$ cat config.mk
export PLATFORM = sky130hd
export DESIGN_NAME = uart_rx_byte
export DESIGN_NICKNAME = d
export VERILOG_FILES = /design/src/rtl/uart_rx_byte.sv
export SDC_FILE = /design/constraint.sdc
export NUM_CORES = 1
export LEC_CHECK = 0
export BUFFER_PORTS_ARGS = -buffer_cell sky130_fd_sc_hd__buf_2
export CAP_MARGIN = 25
export CORE_MARGIN = 3
export CORE_UTILIZATION = 50
export DETAILED_ROUTE_END_ITERATION = 10
export GPL_TIMING_DRIVEN = 0
export PLACE_DENSITY = 0.75
export SYNTH_ARGS = -nofsm -noshare
export SYNTH_HDL_FRONTEND = slang
export SYNTH_SLANG_ARGS = --single-unit
$ cat constraint.sdc
create_clock -name i_Clk -period 2.7 [get_ports i_Clk]
set_clock_uncertainty 0.05 [all_clocks]
set_input_delay 0.54 -clock i_Clk [delete_from_list [all_inputs] [get_ports i_Clk]]
set_output_delay 0.54 -clock i_Clk [all_outputs]
set_load 0.1 [all_outputs]
$ cat src/rtl/uart_rx_byte.sv
// rtl/uart_rx_byte.sv - 8N1 UART receiver with 2-FF synchroniser and 3-sample majority vote
module uart_rx_byte #(
    parameter int CLKS_PER_BIT = 434
) (
    input  logic       i_Clk,
    input  logic       i_Rst_n,
    input  logic       i_UART_RXD,
    output logic [7:0] o_rx_data,
    output logic       o_rx_valid,
    output logic       o_frame_err,
    output logic       o_busy
);

    localparam int HALF  = CLKS_PER_BIT / 2;
    localparam int CNT_W = $clog2(CLKS_PER_BIT);
    localparam logic [CNT_W-1:0] CNT_HALF = CNT_W'(HALF);
    localparam logic [CNT_W-1:0] CNT_LAST = CNT_W'(CLKS_PER_BIT - 1);
    localparam logic [CNT_W-1:0] CNT_ONE  = CNT_W'(1);

    typedef enum logic [2:0] {
        S_WAIT_IDLE,
        S_IDLE,
        S_START,
        S_DATA,
        S_STOP
    } state_t;

    state_t           state, state_nxt;
    logic             sync1, rxd_s, hist1, hist2, vote;
    logic [CNT_W-1:0] clk_cnt, cnt_nxt;
    logic [2:0]       bit_idx, idx_nxt;
    logic [7:0]       shreg, sh_nxt;
    logic             load, valid_nxt, err_nxt;

    // hist1/hist2 hold rxd_s from the previous two cycles, so the vote spans count-2..count
    assign vote   = (rxd_s & hist1) | (rxd_s & hist2) | (hist1 & hist2);
    assign o_busy = (state != S_IDLE);

    always_ff @(posedge i_Clk or negedge i_Rst_n) begin
        if (!i_Rst_n) begin
            sync1       <= 1'b0;
            rxd_s       <= 1'b0;
            hist1       <= 1'b0;
            hist2       <= 1'b0;
            state       <= S_WAIT_IDLE;
            clk_cnt     <= '0;
            bit_idx     <= '0;
            shreg       <= '0;
            o_rx_data   <= '0;
            o_rx_valid  <= 1'b0;
            o_frame_err <= 1'b0;
        end else begin
            sync1       <= i_UART_RXD;
            rxd_s       <= sync1;
            hist1       <= rxd_s;
            hist2       <= hist1;
            state       <= state_nxt;
            clk_cnt     <= cnt_nxt;
            bit_idx     <= idx_nxt;
            shreg       <= sh_nxt;
            o_rx_valid  <= valid_nxt;
            o_frame_err <= err_nxt;
            if (load) begin
                o_rx_data <= shreg;
            end
        end
    end

    always_comb begin
        state_nxt = state;
        cnt_nxt   = clk_cnt;
        idx_nxt   = bit_idx;
        sh_nxt    = shreg;
        load      = 1'b0;
        valid_nxt = 1'b0;
        err_nxt   = 1'b0;
        case (state)
            S_WAIT_IDLE: begin
                if (rxd_s) state_nxt = S_IDLE;
            end
            S_IDLE: begin
                if (!rxd_s) begin
                    state_nxt = S_START;
                    cnt_nxt   = '0;
                end
            end
            S_START: begin
                if (clk_cnt == CNT_HALF) begin
                    cnt_nxt = '0;
                    idx_nxt = '0;
                    state_nxt = vote ? S_IDLE : S_DATA;
                end else begin
                    cnt_nxt = clk_cnt + CNT_ONE;
                end
            end
            S_DATA: begin
                if (clk_cnt == CNT_LAST) begin
                    cnt_nxt         = '0;
                    sh_nxt[bit_idx] = vote;
                    if (bit_idx == 3'd7) state_nxt = S_STOP;
                    else                 idx_nxt   = bit_idx + 3'd1;
                end else begin
                    cnt_nxt = clk_cnt + CNT_ONE;
                end
            end
            S_STOP: begin
                // Leave at stop-bit centre so a start edge half a bit later is still caught
                if (clk_cnt == CNT_LAST) begin
                    cnt_nxt = '0;
                    if (vote) begin
                        load      = 1'b1;
                        valid_nxt = 1'b1;
                        state_nxt = S_IDLE;
                    end else begin
                        err_nxt   = 1'b1;
                        state_nxt = S_WAIT_IDLE;
                    end
                end else begin
                    cnt_nxt = clk_cnt + CNT_ONE;
                end
            end
            default: state_nxt = S_WAIT_IDLE;
        endcase
    end

endmodule
==> results of run 1 <==
[power groups by stage]
stage                     combinational (mW)  clock, mW  sequential [mW]
final                                  0.462      0.292            0.716
after global routing                   0.517      0.328            0.734
after CTS                              0.461      0.306            0.714
after detailed placement               0.460          0            0.725
after global placement                 0.432          0            0.715
after floorplan                        0.363          0            0.701
[worst min-delay path by stage]
stage	slack (ps)	cells after the start	start	to
finish	220	1	i_Rst_n	o_rx_data[6]
global placement	290	0	sync1	rxd_s
floorplan	190	0	i_Rst_n	bit_idx[0]
detailed placement	290	0	sync1	rxd_s
CTS	240	1	i_UART_RXD	sync1
global route	230	1	i_UART_RXD	sync1
[metrics by stage]
step	total power [mW]	util [%]	cell area, µm²
2_1_floorplan	1.06	-	1810
3_3_place_gp	1.15	56.7	1940
3_5_place_dp	1.19	56.7	1940
4_1_cts	1.48	58.4	1990
5_1_grt	1.58	58.4	1990
6_report	1.47	58.4	1990
[layer usage]
metal,up-vias,wire length (µm)
met2,41,1510
li1,625,-
met4,0,45
met1,621,1520
met3,7,199
met5,-,0
[sequential cells by signal, summed over array words and instances, names as in the netlist]
signal,flops
clk_cnt,9
o_rx_data,8
shreg,8
bit_idx,3
state,3
hist1,1
hist2,1
o_frame_err,1
o_rx_valid,1
rxd_s,1
sync1,1
[synth_stat cells, drive strengths merged (3+ instances only)]
library cell	number
nand3	3
nor2b	3
clkbuf	5
ha	4
o21ai	8
mux2	17
nand2	14
buf	3
a31oi	3
nand3b	3
nor3	11
or2	3
a211o	3
dfrtp	37
nor2	9
inv	5
[worst max-delay path, cell delays in order (launching register included)]
cell      delay, ps
dfrtp_1         420
clkbuf_1        340
inv_1           140
or2_2           330
buf_2           300
[final cells by class]
| cell class | count | area (µm²) | area share, % |
|---|---|---|---|
| Clock inverter | 1 | 7.51 | 0.376 |
| Tap cell | 46 | 57.6 | 2.89 |
| Inverter | 5 | 18.8 | 0.941 |
| Timing Repair Buffer | 13 | 65.1 | 3.26 |
| Buffer | 8 | 40.0 | 2.01 |
| Multi-Input combinational cell | 111 | 828 | 41.5 |
| Sequential cell | 37 | 926 | 46.4 |
| Clock buffer | 6 | 51.3 | 2.57 |
[cell families after synthesis]
logic type	share of synthesized area, %
compound gates	11.2
flops	51.1
simple gates	17.9
buf+inv	3.24
fa+ha+maj	3.31
xor+xnor	0.483
mux	12.8
[cell usage in the layout, fill, tap and decap left out, types with 3 or more instances in the layout]
cell type / count
dfrtp_1: 37
buf_2: 15
nand2_1: 14
nor3_1: 10
nor2_1: 9
mux2_2: 9
o21ai_0: 8
mux2_4: 8
clkbuf_1: 5
inv_1: 5
clkbuf_4: 5
ha_1: 4
or2_2: 3
nand3b_1: 3
nor2b_1: 3
a31oi_1: 3
nand3_1: 3
a211o_1: 3
==> impl_metrics.env, run 1 <==
export IMPL_synth_avg_cell_area_um2=11.3
export IMPL_final_min_clock_period_ps=2460
export IMPL_ant_nets=0
export IMPL_seq_area_frac_synth_pct=51.1
export IMPL_dieWidth_um=66.2
export IMPL_max_slew_margin_pct=48.3
export IMPL_endpoint_kind="output pin"
export IMPL_synth_distinct_cells=43
export IMPL_io_pins=14
export IMPL_synthesis_area_um2=1810
export IMPL_die_area_um2=4380
export IMPL_fp_row_count=21
export IMPL_dp_slack_ps=441
export IMPL_p_leak_nw=0.977
export IMPL_post_cts_resized=0
export IMPL_clock_sinks=37
export IMPL_p_sw_share_pct=36.7
export IMPL_drt_total_wl_mm=3.27
export IMPL_r2r_start="clk_cnt[1]"
export IMPL_use_met1_pct=23.1
export IMPL_r2r_end="shreg[3]"
export IMPL_cp_arrival_ps=1870
export IMPL_synth_area_leaders="dfrtp_1 (51%), mux2_4 (6.6%), mux2_2 (5.6%)"
export IMPL_synth_top_area_share_pct=51.1
export IMPL_grt_start_max_net_pins=38
export IMPL_fp_dieH_um=66.2
export IMPL_fin_ws_ps=244
export IMPL_cts_tree="yes"
export IMPL_cp_startpoint="state[0]"
export IMPL_drc=0
export IMPL_crit_fanout=10
export IMPL_synthFlopType="dfrtp_1"
export IMPL_worstSetupStartpointType="register"
export IMPL_hpwl_mm=2.37
export IMPL_rsz0062_at_grt="no"
export IMPL_drt_vias_per_instance=5.70
export IMPL_start_util_pct=53.1
export IMPL_finalCritPeriodShare_pct=91.0
export IMPL_htreeDepth=2
export IMPL_drv_slew=0
export IMPL_met3_usage_pct=5.78
export IMPL_antenna_found_initial=0
export IMPL_layout_drive_gt1_share_pct=25.4
export IMPL_post_cts_buffers=0
export IMPL_io_buffers=13
export IMPL_top_usage_layer="met2"
export IMPL_netlist_top_cell_by_area="dfrtp_1"
export IMPL_cap_viol_max_count=0
export IMPL_dp_cells=220
export IMPL_fillers=294
export IMPL_max_slew_worst_pin_slew_ps=776
export IMPL_fin_cells=227
export IMPL_syn_nets=168
export IMPL_grt_use_total_pct=17.4
export IMPL_min_path_type="in -> async"
export IMPL_yosysWarnings=0
export IMPL_met2_usage_pct=26.6
export IMPL_wl_per_cell_um=14.4
export IMPL_p_comb_share_pct=31.4
export IMPL_internal_power_uw=930
export IMPL_async_flop_share_pct=100
export IMPL_r2r_setup_slack_ps=420
export IMPL_gp_congestion=1.03
export IMPL_overflow=0
export IMPL_root_buffer="clkbuf_4"
export IMPL_crit_type="reg -> out"
export IMPL_firstDrtPassIters=4
export IMPL_via_count=1294
export IMPL_clock_latency_ps=330
export IMPL_rr_worst_depth=7
export IMPL_cts_buffer_depth=2
export IMPL_fmax_ghz=0.407
export IMPL_cts_buffers=5
export IMPL_hold_viol=0
export IMPL_setup_viol=0
export IMPL_switchingPower_uw=540
export IMPL_grt_pass1_vias=1261
export IMPL_p_seq_share_pct=48.7
export IMPL_layout_nets=188
export IMPL_syn_inst=161
export IMPL_hold_slack_ps=221
export IMPL_status="complete, no violations"
export IMPL_hold_buffers=0
export IMPL_grt_pass1_wl_mm=5.84
export IMPL_power_density_nw_per_um2=737
export IMPL_ir_drop_mv=0.577
export IMPL_synth_edff_count=0
export IMPL_core_um2=3420
export IMPL_clk_pin_slew_ps=100
export IMPL_fin_tns_setup_ps=0
export IMPL_cp_required_ps=2110
export IMPL_antenna_cells=0
export IMPL_cp_endpoint="o_busy"
export IMPL_clockPowerShare_pct=19.9
export IMPL_ys_ff_latch=37
export IMPL_drt_initial_drc_count=74
export IMPL_syn_to_final_growth_pct=10.0
Note: power is estimated with default switching activity, not from simulation.
==> run 2: changes to the inputs <==
--- a/config.mk
+++ b/config.mk
@@ -11,7 +11,7 @@
 export CORE_UTILIZATION = 50
 export DETAILED_ROUTE_END_ITERATION = 10
 export GPL_TIMING_DRIVEN = 0
-export PLACE_DENSITY = 0.75
+export PLACE_DENSITY = 0.78
 export SYNTH_ARGS = -nofsm -noshare
 export SYNTH_HDL_FRONTEND = slang
 export SYNTH_SLANG_ARGS = --single-unit
==> constraint.sdc (replaced) <==
create_clock -name i_Clk -period 2.2 [get_ports i_Clk]
set_clock_uncertainty 0.05 [all_clocks]
set_input_delay 0.44 -clock i_Clk [delete_from_list [all_inputs] [get_ports i_Clk]]
set_output_delay 0.44 -clock i_Clk [all_outputs]
set_load 0.1 [all_outputs]
==> impl_metrics.env, run 2 (synthesis results as in run 1) <==
export IMPL_start_util_pct=53.1
export IMPL_drt_vias_per_instance=5.59
export IMPL_fillers=289
export IMPL_ff_latch_area_um2=927
export IMPL_utilization_pct=61.1
export IMPL_max_slew_worst_pin_slew_ps=779
export IMPL_power_density_nw_per_um2=886
export IMPL_dp_cells=220
export IMPL_ant_nets=0
export IMPL_grt_pass1_vias=1203
export IMPL_p_leak_nw=1.02
export IMPL_cp_startpoint="clk_cnt[1]"
export IMPL_drc=0
export IMPL_fmax_ghz=0.462
export IMPL_cts_tree="yes"
export IMPL_worstSetupStartpointType="register"
export IMPL_status="complete, no violations"
export IMPL_finalCritPeriodShare_pct=98.5
export IMPL_grt_pass1_wl_mm=5.60
export IMPL_min_path_type="in -> async"
export IMPL_layout_nets=193
export IMPL_core_um2=3420
export IMPL_drt_total_wl_mm=3.45
export IMPL_largest_reg_flops=9
export IMPL_regMostFlops="clk_cnt"
export IMPL_wl_per_cell_um=14.9
export IMPL_cp_endpoint="shreg[3]"
export IMPL_crit_fanout=4
export IMPL_dp_slack_ps=-22.7
export IMPL_antenna_cells=0
export IMPL_via_count=1298
export IMPL_io_pins=14
export IMPL_r2r_start="clk_cnt[1]"
export IMPL_setup_viol=0
export IMPL_clock_sinks=37
export IMPL_htreeDepth=2
export IMPL_clk_pin_slew_ps=100
export IMPL_rsz0062_at_grt="yes"
export IMPL_top_regs="clk_cnt x9, o_rx_data x8, shreg x8"
export IMPL_max_slew_margin_pct=48.1
export IMPL_r2r_end="shreg[3]"
export IMPL_cts_buffer_depth=2
export IMPL_r2r_setup_slack_ps=30
export IMPL_firstDrtPassIters=4
export IMPL_root_buffer="clkbuf_4"
export IMPL_final_common_cell="dfrtp_1"
export IMPL_dieWidth_um=66.2
export IMPL_cap_viol_max_count=0
export IMPL_multi_input_area_um2=873
export IMPL_ir_drop_mv=0.656
export IMPL_syn_to_final_growth_pct=15.1
export IMPL_clockPowerShare_pct=19.3
export IMPL_fin_total_pwr_mw=1.85
export IMPL_hold_viol=0
export IMPL_fp_dieH_um=66.2
export IMPL_cts_buffers=5
export IMPL_io_buffers=13
export IMPL_p_seq_share_pct=47.8
export IMPL_fin_cells=232
export IMPL_grt_use_total_pct=17.3
export IMPL_fp_row_count=21
export IMPL_drt_initial_drc_count=66
export IMPL_rr_worst_depth=9
export IMPL_hpwl_mm=2.42
export IMPL_p_comb_share_pct=32.9
export IMPL_switchingPower_uw=666
export IMPL_gp_congestion=0.796
export IMPL_final_min_clock_period_ps=2170
export IMPL_cp_arrival_ps=2340
export IMPL_p_sw_share_pct=36.0
export IMPL_final_cell_mix="dfrtp_1 (36), nand2_1 (14), buf_2 (12)"
export IMPL_internal_power_mw=1.18
export IMPL_die_area_um2=4380
export IMPL_endpoint_kind="register"
export IMPL_antenna_found_initial=0
export IMPL_layout_drive_gt1_share_pct=31.7
export IMPL_crit_type="reg -> reg"
export IMPL_grt_start_max_net_pins=38
export IMPL_fin_ws_ps=34.0
export IMPL_drv_slew=0
export IMPL_overflow=0
export IMPL_clock_latency_ps=330
export IMPL_cp_required_ps=2380
-- run 2: power groups by stage --
stage | Sequential (mW) | Clock [mW] | Combinational (mW)
floorplan | 0.861 | 0 | 0.446
global placement | 0.877 | 0 | 0.525
detailed placement | 0.885 | 0 | 0.561
CTS | 0.859 | 0.372 | 0.609
global route | 0.896 | 0.396 | 0.678
finish | 0.885 | 0.356 | 0.608
-- run 2: layout make-up --
class | count | area share, %
buffer | 5 | 1.32
inverter | 5 | 0.899
timing repair buffer | 21 | 6.12
clock buffer | 7 | 2.64
sequential | 37 | 44.4
tap | 46 | 2.76
multi-input combinational | 111 | 41.8
-- run 2: critical path, stage by stage (launching register included) --
cell and delay (ps):
dfrtp_1 390, inv_1 60, ha_1 160, nand3b_1 160, buf_4 190, nor3_4 190, nand4_1 120, buf_4 180
nor3b_2 210, mux2_2 360
-- run 2: through the flow --
stage	cell area [µm²]	hold WS [ps]	TNS (ps)
6_report	2090	126	0
5_1_grt	2090	134	-67.5
4_1_cts	2020	139	0
3_5_place_dp	1940	292	-76.0
3_3_place_gp	1940	283	0
2_1_floorplan	1810	94.4	0
-- run 2: worst min path at each step --
stage / endpoint / slack [ps]
after global routing: sync1 / 130
after detailed placement: rxd_s / 290
after floorplan: bit_idx[0] / 90
final: bit_idx[2] / 130
after CTS: bit_idx[2] / 140
after global placement: rxd_s / 280
-- run 2: repair_timing --
| action | in CTS | in global routing |
|---|---|---|
| endpoints found under the setup margin | 15 | 21 |
| pin swaps | 0 | 2 |
| hold buffers | 0 | 0 |
| buffers inserted | 3 | 5 |
| gates resized for setup | 3 | 9 |
-- run 2: routing by layer --
metal / global-route usage (%) / up-vias / part of all wire, %
met5: 0 / - / 0
met4: 7.87 / 0 / 2.8
met3: 5.61 / 11 / 4.1
met2: 26.9 / 29 / 49
met1: 21.7 / 626 / 44
li1: - / 632 / -
==> run 3: changes to the inputs <==
--- a/config.mk
+++ b/config.mk
@@ -9,9 +9,10 @@
 export CAP_MARGIN = 25
 export CORE_MARGIN = 3
 export CORE_UTILIZATION = 50
+export CTS_BUF_LIST = sky130_fd_sc_hd__clkbuf_4 sky130_fd_sc_hd__clkbuf_8 sky130_fd_sc_hd__clkbuf_16
 export DETAILED_ROUTE_END_ITERATION = 10
 export GPL_TIMING_DRIVEN = 0
-export PLACE_DENSITY = 0.78
+export PLACE_DENSITY = 0.73
 export SYNTH_ARGS = -nofsm -noshare
 export SYNTH_HDL_FRONTEND = slang
 export SYNTH_SLANG_ARGS = --single-unit
==> impl_metrics.env, run 3 (synthesis results as in run 1) <==
export IMPL_clock_sinks=37
export IMPL_r2r_setup_slack_ps=-8
export IMPL_crit_slowest_cell="or3_4"
export IMPL_drt_initial_drc_count=61
export IMPL_max_slew_worst_pin_slew_ps=796
export IMPL_fp_dieH_um=66.2
export IMPL_top_regs="clk_cnt x9, o_rx_data x8, shreg x8"
export IMPL_core_um2=3420
export IMPL_antenna_cells=0
export IMPL_cpPeakStageDelay_ps=420
export IMPL_cts_tree="yes"
export IMPL_final_cell_mix="dfrtp_1 (35), nand2_1 (14), buf_2 (12)"
export IMPL_layout_drive_gt1_share_pct=30.1
export IMPL_status="finished, violations left"
export IMPL_cpLargestDelayFamily="simple AND/OR/NAND/NOR gates"
export IMPL_violations="negative setup slack"
export IMPL_root_buffer="clkbuf_4"
export IMPL_cts_buffer_depth=2
export IMPL_utilization_pct=61.1
export IMPL_final_min_clock_period_ps=2210
export IMPL_firstDrtPassIters=5
export IMPL_cp_num_buf_inv=2
export IMPL_via_count=1282
export IMPL_p_leak_nw=1.02
export IMPL_grt_pass1_vias=1258
export IMPL_die_area_um2=4380
export IMPL_regMostFlops="clk_cnt"
export IMPL_fp_row_count=21
export IMPL_postLayoutCellArea_um2=2090
export IMPL_worstSetupStartpointType="register"
export IMPL_clk_pin_slew_ps=110
export IMPL_io_buffers=13
export IMPL_dieWidth_um=66.2
export IMPL_rsz0062_at_grt="yes"
export IMPL_io_pins=14
export IMPL_antenna_found_initial=0
export IMPL_max_slew_margin_pct=46.9
export IMPL_endpoint_kind="register"
export IMPL_power_density_nw_per_um2=948
export IMPL_cp_arrival_ps=2390
export IMPL_wl_per_cell_um=14.6
export IMPL_syn_to_final_growth_pct=15.0
export IMPL_gp_congestion=0.874
export IMPL_grt_pass1_wl_mm=5.79
export IMPL_cts_buffers=5
export IMPL_ir_drop_mv=0.584
export IMPL_cap_viol_max_count=0
export IMPL_layout_nets=192
export IMPL_drt_vias_per_instance=5.53
export IMPL_path_cells="inv_1 > ha_1 > nand3b_1 > or3_1 > buf_6 > or3_4 > mux2_4"
export IMPL_cp_required_ps=2380
export IMPL_crit_type="reg -> reg"
export IMPL_drt_total_wl_mm=3.38
export IMPL_fin_ws_ps=-7.77
export IMPL_hold_viol=0
export IMPL_clock_latency_ps=350
export IMPL_final_common_cell="dfrtp_1"
export IMPL_crit_fanout=8
export IMPL_largest_reg_flops=9
export IMPL_finalCritPeriodShare_pct=100
export IMPL_hpwl_mm=2.34
export IMPL_htreeDepth=2
export IMPL_grt_use_total_pct=17.9
export IMPL_min_path_type="in -> async"
export IMPL_drc=0
export IMPL_grt_start_max_net_pins=38
export IMPL_ant_nets=0
export IMPL_start_util_pct=53.1
export IMPL_placed_cell_area_um2=1940
export IMPL_setup_viol=4
export IMPL_drv_slew=0
export IMPL_fmax_ghz=0.453
export IMPL_overflow=0
[run 3: cell count changes in the layout (fill, tap and decap cells not counted), moves of 2 or more]
cell      previous run  this run
nor3b_2              2         0
nor3b_1              0         2
buf_4                9         5
clkbuf_4             5         7
buf_6                1         3
[run 3: power by group]
group	switching, mW	internal [mW]
logic	0.344	0.257
clock network	0.216	0.284
registers	0.106	0.772
total	0.666	1.31
[run 3: metal layers]
| metal | up-vias | part of all wire [%] | global-route usage [%] |
|---|---|---|---|
| met1 | 620 | 46 | 22.7 |
| met2 | 29 | 48 | 28.1 |
| li1 | 626 | - | - |
| met3 | 7 | 4.6 | 5.27 |
| met4 | 0 | 1.7 | 7.61 |
| met5 | - | 0 | 0 |
[run 3: worst register-to-register path: cells and delay by family, from the launching register on]
| family | cells | cell delay (ps) |
|---|---|---|
| DFF | 1 | 390 |
| and+or+nand+nor | 3 | 980 |
| buffers and inverters | 2 | 200 |
| muxes | 1 | 330 |
| adders and majority gates | 1 | 150 |
[run 3: per-stage QoR]
| step | std cells | setup slack (ps) | setup TNS (ps) | hold WS [ps] | power [mW] |
|---|---|---|---|---|---|
| after detailed placement | 220 | -83.0 | -232 | 289 | 1.44 |
| after CTS | 230 | 0.418 | 0 | 129 | 1.97 |
| after global placement | 220 | -4.44 | -4.44 | 288 | 1.41 |
| final | 232 | -7.77 | -24.8 | 113 | 1.98 |
| after floorplan | 161 | 136 | 0 | 94.4 | 1.31 |
| after global routing | 232 | -100 | -1060 | 113 | 2.09 |
[run 3: final timing paths]
path | startpoint | to | depth (start not counted)
min reg2reg | sync1 | rxd_s | 0
min in group i_Clk | i_UART_RXD | sync1 | 1
max | clk_cnt[1] | o_rx_data[3] | 7
max in group asynchronous | i_Rst_n | state[1] | 1
max reg2reg | clk_cnt[1] | o_rx_data[3] | 7
min | i_Rst_n | o_rx_valid | 1
[run 3: final cells by class]
cell class                      count  area [µm²]
Fill cell                         301        1330
Sequential cell                    37         928
Multi-Input combinational cell    111         838
Timing Repair Buffer               18         109
Clock buffer                        7        58.8
Tap cell                           46        57.6
Buffer                              7        45.0
Clock inverter                      1        30.0
Inverter                            5        18.8
[run 3: what timing repair did]
| action | CTS | global route |
|---|---|---|
| setup endpoints to repair | 16 | 17 |
| hold buffers | 0 | 0 |
| gates resized for setup | 5 | 8 |
| endpoints found under the hold margin | 0 | 0 |
| setup buffers | 2 | 3 |
| pin swaps | 1 | 3 |
